File: src/rtl/calendar_pkg.sv
// Shared widths, month constants and Gregorian month-length helpers for the
// calendar stage.
package calendar_pkg;
  localparam int DAY_W   = 8;
  localparam int MONTH_W = 8;
  localparam int YEAR_W  = 16;

  localparam logic [MONTH_W-1:0] JAN = 8'd1;
  localparam logic [MONTH_W-1:0] FEB = 8'd2;
  localparam logic [MONTH_W-1:0] MAR = 8'd3;
  localparam logic [MONTH_W-1:0] APR = 8'd4;
  localparam logic [MONTH_W-1:0] MAY = 8'd5;
  localparam logic [MONTH_W-1:0] JUN = 8'd6;
  localparam logic [MONTH_W-1:0] JUL = 8'd7;
  localparam logic [MONTH_W-1:0] AUG = 8'd8;
  localparam logic [MONTH_W-1:0] SEP = 8'd9;
  localparam logic [MONTH_W-1:0] OCT = 8'd10;
  localparam logic [MONTH_W-1:0] NOV = 8'd11;
  localparam logic [MONTH_W-1:0] DEC = 8'd12;

  typedef struct packed {
    logic [YEAR_W-1:0]  year;
    logic [MONTH_W-1:0] month;
    logic [DAY_W-1:0]   day;
  } date_t;

  // 400 = 16*25, so once divisible by 100 a 16-divisibility check is enough.
  function automatic logic is_leap(input logic [YEAR_W-1:0] year);
    logic div4, div16, div100;
    div4   = (year[1:0] == 2'b00);
    div16  = (year[3:0] == 4'h0);
    div100 = ((year % 16'd100) == 16'd0);
    return div4 && (!div100 || div16);
  endfunction

  function automatic logic [DAY_W-1:0] days_in_month(input logic [MONTH_W-1:0] month,
                                                     input logic leap);
    case (month)
      FEB:                days_in_month = leap ? 8'd29 : 8'd28;
      APR, JUN, SEP, NOV: days_in_month = 8'd30;
      default:            days_in_month = 8'd31;
    endcase
  endfunction
endpackage

File: src/rtl/calendar_month_length.sv
// Days in a given month of a given year (combinational).
module month_length
  import calendar_pkg::*;
(
  input  logic [MONTH_W-1:0] month,
  input  logic [YEAR_W-1:0]  year,
  output logic [DAY_W-1:0]   dim
);
  assign dim = days_in_month(month, is_leap(year));
endmodule

File: src/rtl/calendar.sv
// Day/month/year keeper: end-of-day rollover plus set buttons, one action per
// 1 Hz tick, with day clamping when month or year changes under it.
module calendar
  import calendar_pkg::*;
#(
  parameter int DEFAULT_DAY   = 1,
  parameter int DEFAULT_MONTH = 1,
  parameter int DEFAULT_YEAR  = 2000,
  parameter int MIN_YEAR      = 2000,
  parameter int MAX_YEAR      = 2099
) (
  input  logic         clk,
  input  logic         reset,
  input  logic         tick_1Hz,
  input  logic         end_of_day,
  input  logic         inc_day,
  input  logic         inc_month,
  input  logic         inc_year,
  output logic [7:0]   day,
  output logic [7:0]   month,
  output logic [15:0]  year,
  output logic         end_of_year
);
  localparam logic [YEAR_W-1:0]  MIN_Y = YEAR_W'(MIN_YEAR);
  localparam logic [YEAR_W-1:0]  MAX_Y = YEAR_W'(MAX_YEAR);
  localparam date_t RST_DATE = '{year:  YEAR_W'(DEFAULT_YEAR),
                                 month: MONTH_W'(DEFAULT_MONTH),
                                 day:   DAY_W'(DEFAULT_DAY)};

  date_t              date_q, date_d;
  logic [YEAR_W-1:0]  year_inc, clamp_year;
  logic [MONTH_W-1:0] month_inc, clamp_month;
  logic [DAY_W-1:0]   dim, clamp_dim, clamp_day;

  assign year_inc  = (date_q.year >= MAX_Y) ? MIN_Y : date_q.year + 16'd1;
  assign month_inc = (date_q.month >= DEC) ? JAN : date_q.month + 8'd1;

  // Second length lookup sees the date the set button is about to produce.
  assign clamp_year  = inc_year ? year_inc : date_q.year;
  assign clamp_month = inc_year ? date_q.month : month_inc;
  assign clamp_day   = (date_q.day > clamp_dim) ? clamp_dim : date_q.day;

  month_length u_cur_len (.month(date_q.month), .year(date_q.year), .dim(dim));
  month_length u_nxt_len (.month(clamp_month), .year(clamp_year), .dim(clamp_dim));

  always_comb begin
    date_d = date_q;
    if (end_of_day) begin
      if (date_q.day < dim) begin
        date_d.day = date_q.day + 8'd1;
      end else begin
        date_d.day = 8'd1;
        if (date_q.month >= DEC) begin
          date_d.month = JAN;
          date_d.year  = year_inc;
        end else begin
          date_d.month = date_q.month + 8'd1;
        end
      end
    end else if (inc_year) begin
      date_d.year = year_inc;
      date_d.day  = clamp_day;
    end else if (inc_month) begin
      date_d.month = month_inc;
      date_d.day   = clamp_day;
    end else if (inc_day) begin
      date_d.day = (date_q.day >= dim) ? 8'd1 : date_q.day + 8'd1;
    end
  end

  always_ff @(posedge clk or posedge reset) begin
    if (reset)         date_q <= RST_DATE;
    else if (tick_1Hz) date_q <= date_d;
  end

  assign day         = date_q.day;
  assign month       = date_q.month;
  assign year        = date_q.year;
  assign end_of_year = end_of_day && (date_q.month == DEC) && (date_q.day == 8'd31);
endmodule
File: config.mk
export PLATFORM = sky130hd
export DESIGN_NAME = calendar
export DESIGN_NICKNAME = d
export VERILOG_FILES = /design/src/rtl/calendar_pkg.sv /design/src/rtl/calendar_month_length.sv /design/src/rtl/calendar.sv
export SDC_FILE = /design/constraint.sdc
export NUM_CORES = 1
export LEC_CHECK = 0
export CELL_PAD_IN_SITES_DETAIL_PLACEMENT = 2
export CELL_PAD_IN_SITES_GLOBAL_PLACEMENT = 2
export CORE_MARGIN = 3
export CORE_UTILIZATION = 38
export DETAILED_ROUTE_END_ITERATION = 7
export PLACE_DENSITY = 0.87
export SLEW_MARGIN = 20
export SYNTH_ARGS = -nofsm -noshare
export SYNTH_HDL_FRONTEND = slang
export SYNTH_SLANG_ARGS = --single-unit
File: constraint.sdc
create_clock -name clk -period 18.2 [get_ports clk]
set_clock_uncertainty 0.05 [all_clocks]
set_input_delay 4.55 -clock clk [delete_from_list [all_inputs] [get_ports clk]]
set_output_delay 4.55 -clock clk [all_outputs]
set_load 0.005 [all_outputs]
## Yosys cells after proc, flatten, opt, wreduce, memory -nomap -nowiden

Cells that the tools add are included.

| storage, ports and cells | value |
|---|---|
| logic and storage cells | 68 |
| bits in latches | 0 |
| flip-flop bits (word level) | 32 |
| memory bits (writable) | 0 |
| memories kept | 0 |
| ROM bits | 0 |
| output and inout port bits | 33 |
| bits of input ports | 7 |

| cells by class | value |
|---|---|
| reductions and logical operators | 21 |
| shift operators | 0 |
| muxes and demuxes | 19 |
| divide/modulo/power cells | 2 |
| equality and inequality tests | 15 |
| $mul | 0 |
| bitwise gates (word level) | 0 |
| magnitude comparators | 5 |
| $add $sub $neg | 3 |

Operators by type and width:

| operator | count |
|---|---|
| 2-to-1 mux 8 bit | 10 |
| 2-to-1 mux 16 bit | 3 |
| equality test 8 x 4 -> 1 bit, second input constant | 5 |
| equality test 8 x 3 -> 1 bit, second input constant | 4 |
| zero test 16 bit | 2 |
| remainder unit 16 x 7 -> 16 bit, second input constant | 2 |
| 2-to-1 mux 32 bit | 1 |
| one-hot mux 8 bit (2 select lines) | 2 |
| 2-to-1 mux 24 bit | 1 |
| adder 16 x 1 -> 16 bit, second input constant | 1 |
| adder 8 x 1 -> 8 bit, second input constant | 2 |
| equality test 8 x 2 -> 1 bit, second input constant | 2 |
| greater-or-equal comparator 16 x 12 -> 1 bit, second input constant | 1 |
| equality test 8 x 5 -> 1 bit, second input constant | 1 |
| greater-or-equal comparator 8 x 4 -> 1 bit, second input constant | 1 |
| greater-or-equal comparator 8 bit | 1 |
| greater-than comparator 8 bit | 1 |
| zero test 4 bit | 2 |
| less-than comparator 8 bit | 1 |
| OR reduction 4 bit | 2 |
| logical AND 1 bit | 4 |
| zero test 2 bit | 2 |
| != test 2 bit, second input constant | 2 |
| AND reduction 4 bit | 1 |
| 8 further kinds | 11 |

## Depth between registers and ports, before layout

Gate-level depths: netlist (run 1).

| depth | value |
|---|---|
| word-level depth | 15 |
| gate-level depth with buffers | 43 |
| gate-level depth less buffers | 38 |

## Hierarchy

A second synthesis (run 1) with hierarchy kept.

| unflattened totals | value |
|---|---|
| cells, all modules | 979 |
| area, all modules | 6961.7 um^2 |

By module, submodules not included:

| module | cells each | sequential area each (um^2) | area an instance (um^2) | instances |
|---|---|---|---|---|
| month_length | 336 | 0.0 | 2194.6 | 2 |
| calendar | 307 | 810.8 | 2572.5 | 1 |

## Worst setup path before layout (run 1)

Ideal clock, no wire load.

| timing path | value |
|---|---|
| path kind | in2reg |
| start | in inc_year |
| end | reg date_q, in the netlist day[0] |
| buffers on the path | 2 |
| required time | 18.089 ns |
| setup time | 0.061 ns |
| path slack | 5.932 ns |
| data arrival time | 12.157 ns |
| cell stages on the path | 38 |
| cells stage by stage | clkbuf_1 nand2_1 nor4_1 xor2_1 or4_1 o311a_1 o21a_1 buf_6 or3_4 o2bb2ai_2 a2111oi_0 a211o_1 mux2_2 and3_1 a211oi_4 nand2_2 maj3_2 xnor2_4 [2 not listed] xnor2_1 ha_1 inv_1 o221a_2 o22ai_1 a21oi_1 nor4b_1 o221a_1 a21oi_1 or2_1 ha_1 nand2_1 o21ai_0 o21ai_0 nand2b_1 nor2_1 o31ai_1 o31a_1 |

| between the ends | value |
|---|---|
| word-level cells in the longest chain between the ends | 13 |
| elaborated cells on any way between the ends | 24 |
| classes of those cells | div: 1; order compare: 1; eq/ne: 5; mux: 8; reduce/logical: 9 |

RTL lines:

| item | line | RTL |
|---|---|---|
| start: declaration | calendar.sv:18 | `input logic inc_year,` |
| 2-to-1 mux 16 bit | n/a |  |
| remainder unit 16 x 7 -> 16 bit | calendar_pkg.sv:32 | `div100 = ((year % 16'd100) == 16'd0);` |
| zero test 16 bit | calendar_pkg.sv:32 |  |
| zero test 1 bit | calendar_pkg.sv:33 | `return div4 && (!div100 \|\| div16);` |
| logical OR 1 bit | calendar_pkg.sv:33 |  |
| logical AND 1 bit | calendar_pkg.sv:33 |  |
| 2-to-1 mux 1 bit | calendar_pkg.sv:39 | `FEB: days_in_month = leap ? 8'd29 : 8'd28;` |
| one-hot mux 8 bit (2 select lines) | calendar_pkg.sv:38 | `case (month)` |
| greater-than comparator 8 bit | calendar.sv:41 | `assign clamp_day = (date_q.day > clamp_dim) ? clamp_dim : date_q.day;` |
| 2-to-1 mux 8 bit | calendar.sv:41 |  |
| 2-to-1 mux 8 bit | calendar.sv:63 | `end else if (inc_month) begin` |
| 2-to-1 mux 8 bit | calendar.sv:60 | `end else if (inc_year) begin` |
| 2-to-1 mux 32 bit | calendar.sv:48 | `if (end_of_day) begin` |
| end signal: assignment | calendar.sv:73 | `else if (tick_1Hz) date_q <= date_d;` |
| end: declaration | calendar.sv:30 | `date_t date_q, date_d;` |

Parallel ways exist; a longest one is shown, timed or not.
A chain may end at the register's enable or synchronous reset.

## Worst setup path in the final report (run 1)

Same ends and word-level chain as after synthesis.

==> results.toml, run 1 <==
[outcome]
status = "completed"

[floorplanning]
pin_count = 40
num_rows = 47
die_h_um = 139
initial_core_util_pct = 39.6
dieArea_um2 = 19300
die_w_um = 139
core_area_um2 = 16900

[critical_path]
crit_buf_inv = 4
worstSetupEndpoint = "day[0]"
path_class = "input port to register"
cp.depth = 38
critPathMaxStageDelay_ns = 0.88
crit_required_ns = 18.39
r2r-start = "year[15]"
timing.critical_path.mode_cell = "o21ai_0"
startpoint = "inc_year"
cp-start-kind = "input port"
cp_top_family = "compound AO/OA/AOI/OAI gates"
regToRegSetupSlack_ns = 6.41
crit_arrival_ns = 15.36
ff2ff_path_depth = 37
worstReg2RegEnd = "year[10]"
setup.worst_path.end_class = "register"
worst-path-max-fanout = 34
slowest_stage = "xnor2_1"

[power]
peakVddDrop_uv = 163
power_density_nw_per_um2 = 200
p_leak_uw = 0.00264

[sta]
fmax_mhz = 65.9
grt_setup_unrepaired = "false"
slew_viol_final = 0
finalCritPeriodShare_pct = 83.4
worst_pin_slew_ns = 1.09
finalSetupViolations = 0
fin_crit_ns = 15.17
whs_ns = 0.493
max_slew_margin_pct = 27.0
hold_violations = 0
fin_tns_setup_ns = 0

[global_route]
gr-usage-met3_pct = 3.59
grt_usage_pct = 30.4
grt_busiest_layer = "met2"
grt_overflow = 0
use_met2_pct = 52.9
grt_max_degree = 35
use_met1_pct = 38.0
grt_pass1_wl_mm = 49.2
antenna_found_initial = 0
grt_pass1_vias = 8841

[clocking]
htree_levels = 2
post_cts_resized = 0
insertion_delay_ns = 0.30
cts_setup_buffers = 0
path_clk_slew_ns = 0.06
cts_tree = "yes"
hold_buffers = 0
cts_sinks = 32
root_buffer = "clkbuf_16"
cts_made_buffers = 5
clk_path_buf_depth = 2

[route]
via_count = 8287
routed_wl_mm = 30.6
routedWlPerCell_um = 26.1
vias_per_cell = 7.08
ant_nets = 0
drt_iter0_drc = 563
drc_errors = 0
first_pass_iters = 5

[layout]
diodes = 0
drive_above_1_share_pct = 8.10
area_delta_synth_final_pct = 9.09
fillers = 1967
final_cells = 1171
fin_nets = 970

[synth]
yosys_warnings = 0
yosysTopAreaCell = "dfrtp_1"
ys_seq_area_share_pct = 12.1
async_flop_share_pct = 100
syn_inst = 959
ys_ff_latch = 32
avgSynthCellArea_um2 = 6.99
ys_types = 110
synth_top_area_share_pct = 8.96
synthFlopType = "dfrtp_1"
syn_area_um2 = 6710
synth_edf_count = 0
synth_nets = 979
yosys-top-cells-area = "dfrtp_1 (9.0%), a21oi_1 (5.1%), o21ai_0 (4.9%)"

[place]
port_buffers = 39
dp_cells = 1163
place_congestion = 0.903
dpl.hpwl_mm = 20.9

[worst_hold_path]
min_path_type = "register to register"

[flow_run]
max-cap-violations = 0
metrics by stage:
step | instance area [um2] | total power [uW] | util (%) | setup slack [ns]
final | 7320 | 1460 | 43.2 | 3.03
after global routing | 7320 | 1570 | 43.2 | 2.27
after CTS | 7310 | 1430 | 43.1 | 3.18
after detailed placement | 7150 | 1270 | 42.2 | 3.34
after global placement | 7150 | 1200 | 42.2 | 3.97
after floorplan | 6710 | 977 | - | 5.93
layout make-up:
class	instances	area [um2]	area share [%]
Multi-Input combinational cell	840	5530	75.6
Sequential cell	32	811	11.1
Timing Repair Buffer	47	450	6.16
Tap cell	220	275	3.76
Clock buffer	8	156	2.14
Inverter	24	90.1	1.23
per-layer routing:
metal / part of all wire, % / wire (um) / up-vias
li1: - / - / 3704
met1: 42 / 12800 / 4158
met2: 50 / 15200 / 320
met3: 4.7 / 1450 / 105
met4: 3.7 / 1120 / 0
met5: 0 / 0 / -
kinds of logic after synthesis:
family / Yosys count / synth area share [%]
AO/OA/AOI/OAI: 381 / 40.7
flip-flops: 32 / 12.1
adder cells (fa/ha/maj): 19 / 3.36
XOR/XNOR: 28 / 4.14
AND/OR/NAND/NOR: 390 / 30.5
buffers and inverters: 87 / 5.56
multiplexers: 22 / 3.66
cells in the final DEF, fill, tap and decap left out, drive strengths merged, types with 7 or more instances in the layout:
cell type / Yosys / final
a2bb2oi: 8 / 8
clkbuf: 36 / 8
o2111ai: 7 / 7
o221ai: 7 / 7
a31oi: 16 / 16
nand2: 72 / 72
nor4: 12 / 12
a21oi: 72 / 72
or2: 13 / 13
ha: 13 / 13
mux2i: 15 / 15
o21a: 22 / 22
nand2b: 19 / 19
a21o: 11 / 11
nand3: 45 / 45
or3: 12 / 12
nand4: 11 / 11
xnor2: 24 / 24
dfstp: 8 / 8
nor2: 86 / 86
o22ai: 19 / 19
inv: 22 / 22
clkdlybuf4s50: 0 / 39
nand3b: 7 / 7
and3: 13 / 13
buf: 27 / 8
and2: 13 / 13
dfrtp: 24 / 24
o21ai: 75 / 75
mux2: 7 / 7
a211oi: 10 / 10
o211ai: 20 / 20
nor2b: 16 / 16
nor3: 40 / 40
o31ai: 13 / 13
cell usage after synthesis (13+ instances only):
cell / number
o22ai_1: 19
nand3_1: 45
nor2b_1: 16
o21a_1: 22
nor3_1: 39
xnor2_1: 23
mux2i_1: 13
nand2_1: 71
inv_1: 22
buf_2: 19
a31oi_1: 15
ha_1: 13
nor2_1: 85
dfrtp_1: 24
nand2b_1: 19
o21ai_0: 65
o211ai_1: 18
and3_1: 13
a21oi_1: 69
clkbuf_1: 36
flip-flops by register name, summed over array words and instances, names as in the netlist:
| register | count |
|---|---|
| year | 16 |
| day | 8 |
| month | 8 |
power breakdown:
part	internal [uW]	total [uW]	switching (uW)
Clock	58.5	97.2	38.7
Sequential	91.6	163	71.1
Combinational	456	1200	746
worst min-delay path by stage:
stage	end	from	slack, ns	depth (start not counted)
final	day[6]	day[6]	0.49	1
after global placement	day[6]	day[6]	0.46	1
after CTS	day[6]	day[6]	0.50	1
after global routing	day[6]	day[6]	0.54	1
after floorplan	day[6]	day[6]	0.46	1
after detailed placement	day[6]	day[6]	0.47	1
Power figures use the tool's default switching activity.
==> inputs of run 2 (changes only) <==
Settings changed: CORE_UTILIZATION 38 to 36, PLACE_DENSITY 0.87 to 0.83.
Clock period 18.2 ns to 15.77 ns, I/O delays scaled along.
==> run 2 against run 1 <==
Via count fell by 5.2%. Largest power group unchanged. Setup slack got worse by 1.7 ns. Register-to-register slack worse by 2.3 ns. Sequential share of layout area hardly changed. Utilization shrank 3.0 points. Sequential cell count stayed put. Critical path type unchanged. Sequential power rose by 9.8%. Combinational power rose by 7%. Clock power is 5% higher. First-iteration DRC count shrank 26%.
==> results.toml, run 2 (synthesis gave the netlist of run 1 again) <==
[layout]
largest_register_ffs = 16
fin_nets = 969
diodes = 0
final-seq-area_um2 = 811
final_cell_mix = "nor2_1 (85), nand2_1 (71), a21oi_1 (68), o21ai_0 (65), nand3_1 (45)"
area_delta_synth_final_pct = 8.86
fillers = 2187
final_cells = 1179
drive_above_1_share_pct = 8.00
multi_input_area_um2 = 5530
final_common_cell = "nor2_1"

[route]
drt_iter0_drc = 417
drc_errors = 0
via_count = 7859
ant_nets = 0
first_pass_iters = 4
vias_per_cell = 6.67
routed_wl_mm = 25.7
routedWlPerCell_um = 21.8

[critical_path]
slowest_stage = "clkdlybuf4s50_1"
regToRegSetupSlack_ns = 4.14
crit_required_ns = 15.95
startpoint = "inc_year"
timing.critical_path.mode_cell = "a21oi_1"
r2r-start = "year[14]"
crit_arrival_ns = 14.62
setup.worst_path.end_class = "register"
path_class = "input port to register"
worstReg2RegEnd = "year[10]"
worst-path-max-fanout = 18
ff2ff_path_depth = 36
cp-start-kind = "input port"
worstSetupEndpoint = "day[0]"
critPathMaxStageDelay_ns = 0.89

[power]
power_density_nw_per_um2 = 214
peakVddDrop_uv = 203
p_leak_uw = 0.00263

[global_route]
grt_pass1_wl_mm = 43.6
use_met2_pct = 44.1
gr-usage-met3_pct = 1.85
grt_busiest_layer = "met2"
use_met1_pct = 34.5
grt_max_degree = 33
grt_pass1_vias = 8255
antenna_found_initial = 0
grt_usage_pct = 25.3
grt_overflow = 0

[sta]
finalSetupViolations = 0
grt_setup_unrepaired = "false"
fin_crit_ns = 14.43
whs_ns = 0.495
finalCritPeriodShare_pct = 91.5
fin_tns_setup_ns = 0
slew_viol_final = 0
fmax_mhz = 69.3
hold_violations = 0
worst_pin_slew_ns = 1.07
max_slew_margin_pct = 28.4
fin_ws_ns = 1.34

[clocking]
cts_tree = "yes"
hold_buffers = 0
htree_levels = 2
cts_sinks = 32
cts_made_buffers = 5
cts_setup_buffers = 0
clk_path_buf_depth = 2
root_buffer = "clkbuf_16"
insertion_delay_ns = 0.29
post_cts_resized = 0
path_clk_slew_ns = 0.06

[floorplanning]
core_area_um2 = 18100
num_rows = 49
die_h_um = 142
dieArea_um2 = 20300
initial_core_util_pct = 37.0
die_w_um = 142
pin_count = 40

[outcome]
status = "completed"

[place]
place_congestion = 0.894
port_buffers = 39
dpl.hpwl_mm = 19.2
pre_cts_ws_ns = 1.25
dp_cells = 1171

[worst_hold_path]
min_path_type = "register to register"
min_delay_path_depth = 1

[flow_run]
max-cap-violations = 0
run 2: layer usage:
layer	vias up	routed length [um]
met5	-	0
met4	0	422
met3	38	480
met2	122	12700
met1	3997	12200
li1	3702	-
run 2: stage by stage:
stage / util (%) / area (um2) / power [uW]
6_report: 40.2 / 7300 / 1560
5_1_grt: 40.2 / 7300 / 1710
4_1_cts: 40.2 / 7300 / 1550
3_5_place_dp: 39.4 / 7150 / 1430
3_3_place_gp: 39.4 / 7150 / 1390
2_1_floorplan: - / 6710 / 1130
run 2: worst max-delay path, delay by kind of cell:
family | cells | cell delay, ns
simple gates | 7 | 1.47
xor+xnor | 2 | 0.98
compound gates | 23 | 5.99
buf+inv | 3 | 1.65
fa+ha+maj | 2 | 0.56
run 2: area by class of cell:
class / instances / share of cell area, %
Multi-Input combinational cell: 840 / 75.7
Sequential cell: 32 / 11.1
Timing Repair Buffer: 46 / 6.07
Tap cell: 229 / 3.92
Clock buffer: 5 / 1.71
Inverter: 24 / 1.23
Clock inverter: 3 / 0.257
run 2: worst min path at each step:
stage                     slack (ns)        to     start
final                           0.50  month[7]  month[7]
after global routing            0.53  month[6]  month[6]
after CTS                       0.51  month[7]  month[7]
after detailed placement        0.50  month[7]  month[7]
after global placement          0.47    day[6]    day[6]
after floorplan                 0.46    day[6]    day[6]
run 2: report_power, final:
part	internal [uW]	total [uW]	switching, uW	leakage (uW)
registers	106	179	73.5	0.000403
clock network	58.4	102	43.8	0.0000736
logic	522	1280	756	0.00215
==> inputs of run 3 (changes only) <==
Settings changed: CORE_UTILIZATION 36 to 38, PLACE_DENSITY 0.83 to 0.87.
Clock period 15.77 ns to 16.8 ns, I/O delays scaled along.
==> run 3 against run 2 <==
Via count up 3.7%. Sequential cell count unchanged. Global-route usage up 4.0 points. Register-to-register slack better by 0.90 ns. Wire length up 13%. Hold slack worse by 0.0054 ns. Clock power up 11%. Setup slack better by 0.31 ns. Sequential share of layout area about the same. Sequential power down 3%. Critical path depth unchanged. Total power down 0.33%. Highest routed layer unchanged.
==> results.toml, run 3 (synthesis gave the netlist of run 1 again) <==
[outcome]
status = "completed"

[global_route]
grt_pass1_wl_mm = 48.2
grt_pass1_vias = 8763
grt_usage_pct = 29.3
grt_overflow = 0
grt_max_degree = 33
antenna_found_initial = 0

[route]
wl_met1_mm = 12.7
routed_wl_mm = 29.0
wl_met3_mm = 1.18
drt_iter0_drc = 591
vias_per_cell = 6.96
ant_nets = 0
wl_met2_mm = 14.4
via_count = 8147
routedWlPerCell_um = 24.8
first_pass_iters = 5
top_layer_used = "met4"
drc_errors = 0

[power]
power_density_nw_per_um2 = 212
p_leak_uw = 0.00264
power_uw = 1550
peakVddDrop_uv = 208

[critical_path]
crit_arrival_ns = 15.25
path_class = "input port to register"
cp-start-kind = "input port"
setup.worst_path.end_class = "register"
crit_required_ns = 16.90
timing.critical_path.mode_cell = "o21ai_0"
worst-path-max-fanout = 20
critPathMaxStageDelay_ns = 1.04
slowest_stage = "clkdlybuf4s50_1"

[place]
port_buffers = 39
place_congestion = 0.900
dpl.hpwl_mm = 20.3
placed_cell_area_um2 = 7150

[clocking]
post_cts_resized = 0
insertion_delay_ns = 0.30
cts_made_buffers = 5
cts_sinks = 32
path_clk_slew_ns = 0.06
clk_path_buf_depth = 2
hold_buffers = 0
cts_tree = "yes"
cts_setup_buffers = 0
root_buffer = "clkbuf_16"
htree_levels = 2

[floorplanning]
num_rows = 47
core_area_um2 = 16900
die_w_um = 139
dieArea_um2 = 19300
initial_core_util_pct = 39.6
pin_count = 40
die_h_um = 139

[sta]
finalCritPeriodShare_pct = 90.2
fin_tns_setup_ns = 0
worst_pin_slew_ns = 1.04
grt_setup_unrepaired = "false"
max_slew_margin_pct = 30.5
fin_crit_ns = 15.15
slew_viol_final = 0
finalSetupViolations = 0
hold_violations = 0
fmax_mhz = 66.0

[layout]
fin_nets = 970
final_core_util_pct = 43.2
final_common_cell = "nor2_1"
largest_register_ffs = 16
fin_area_um2 = 7320
area_delta_synth_final_pct = 9.16
diodes = 0
final_cell_mix = "nor2_1 (85), nand2_1 (71), a21oi_1 (68), o21ai_0 (65), nand3_1 (45)"
drive_above_1_share_pct = 8.10

[flow_run]
max-cap-violations = 0

[worst_hold_path]
min_path_type = "register to register"
==> run 3: final cells by class <==
cell class	count	area [um2]
fill	2028	9620
tap	220	275
clock buffer	5	125
clock inverter	3	42.5
timing repair buffer	47	450
multi-input combinational	840	5530
inverter	24	90.1
sequential	32	811
==> run 3: stage by stage <==
step	hold WS [ns]	cells	setup WS, ns
2_1_floorplan	0.461	959	4.88
3_3_place_gp	0.464	1163	2.59
3_5_place_dp	0.473	1163	1.85
4_1_cts	0.491	1171	1.74
5_1_grt	0.507	1171	0.731
6_report	0.490	1171	1.65
==> run 3: path summary, 6_finish.rpt <==
check / startpoint / end / slack [ns] / cells after the start
setup / recovery: inc_year / day[5] / 1.65 / 37
hold / removal: day[6] / day[6] / 0.49 / 1
setup reg to reg: year[15] / year[10] / 5.04 / 37
hold reg to reg: day[6] / day[6] / 0.49 / 1
max in group asynchronous: reset / day[0] / 12.04 / 3
min in group asynchronous: reset / year[0] / 4.28 / 3
==> run 3: routing by layer <==
layer  vias to the layer above  global-route usage, %
met1                      4129                   38.5
li1                       3695                      -
met2                       250                   50.7
met5                         -                      0
met4                         0                   9.73
met3                        73                   2.62
==> run 3: critical path: cells and delay by family <==
family	cells	cell delay [ns]
compound gates	20	5.46
xor+xnor	2	0.68
buf+inv	3	1.95
fa+ha+maj	2	0.56
simple gates	10	2.40
==> run 3: report_power, final <==
part           leakage (uW)  switching (uW)  internal (uW)  total, uW
clock             0.0000798            43.3           69.9        113
combinational       0.00216             776            492       1270
sequential         0.000403            73.7           99.2        173
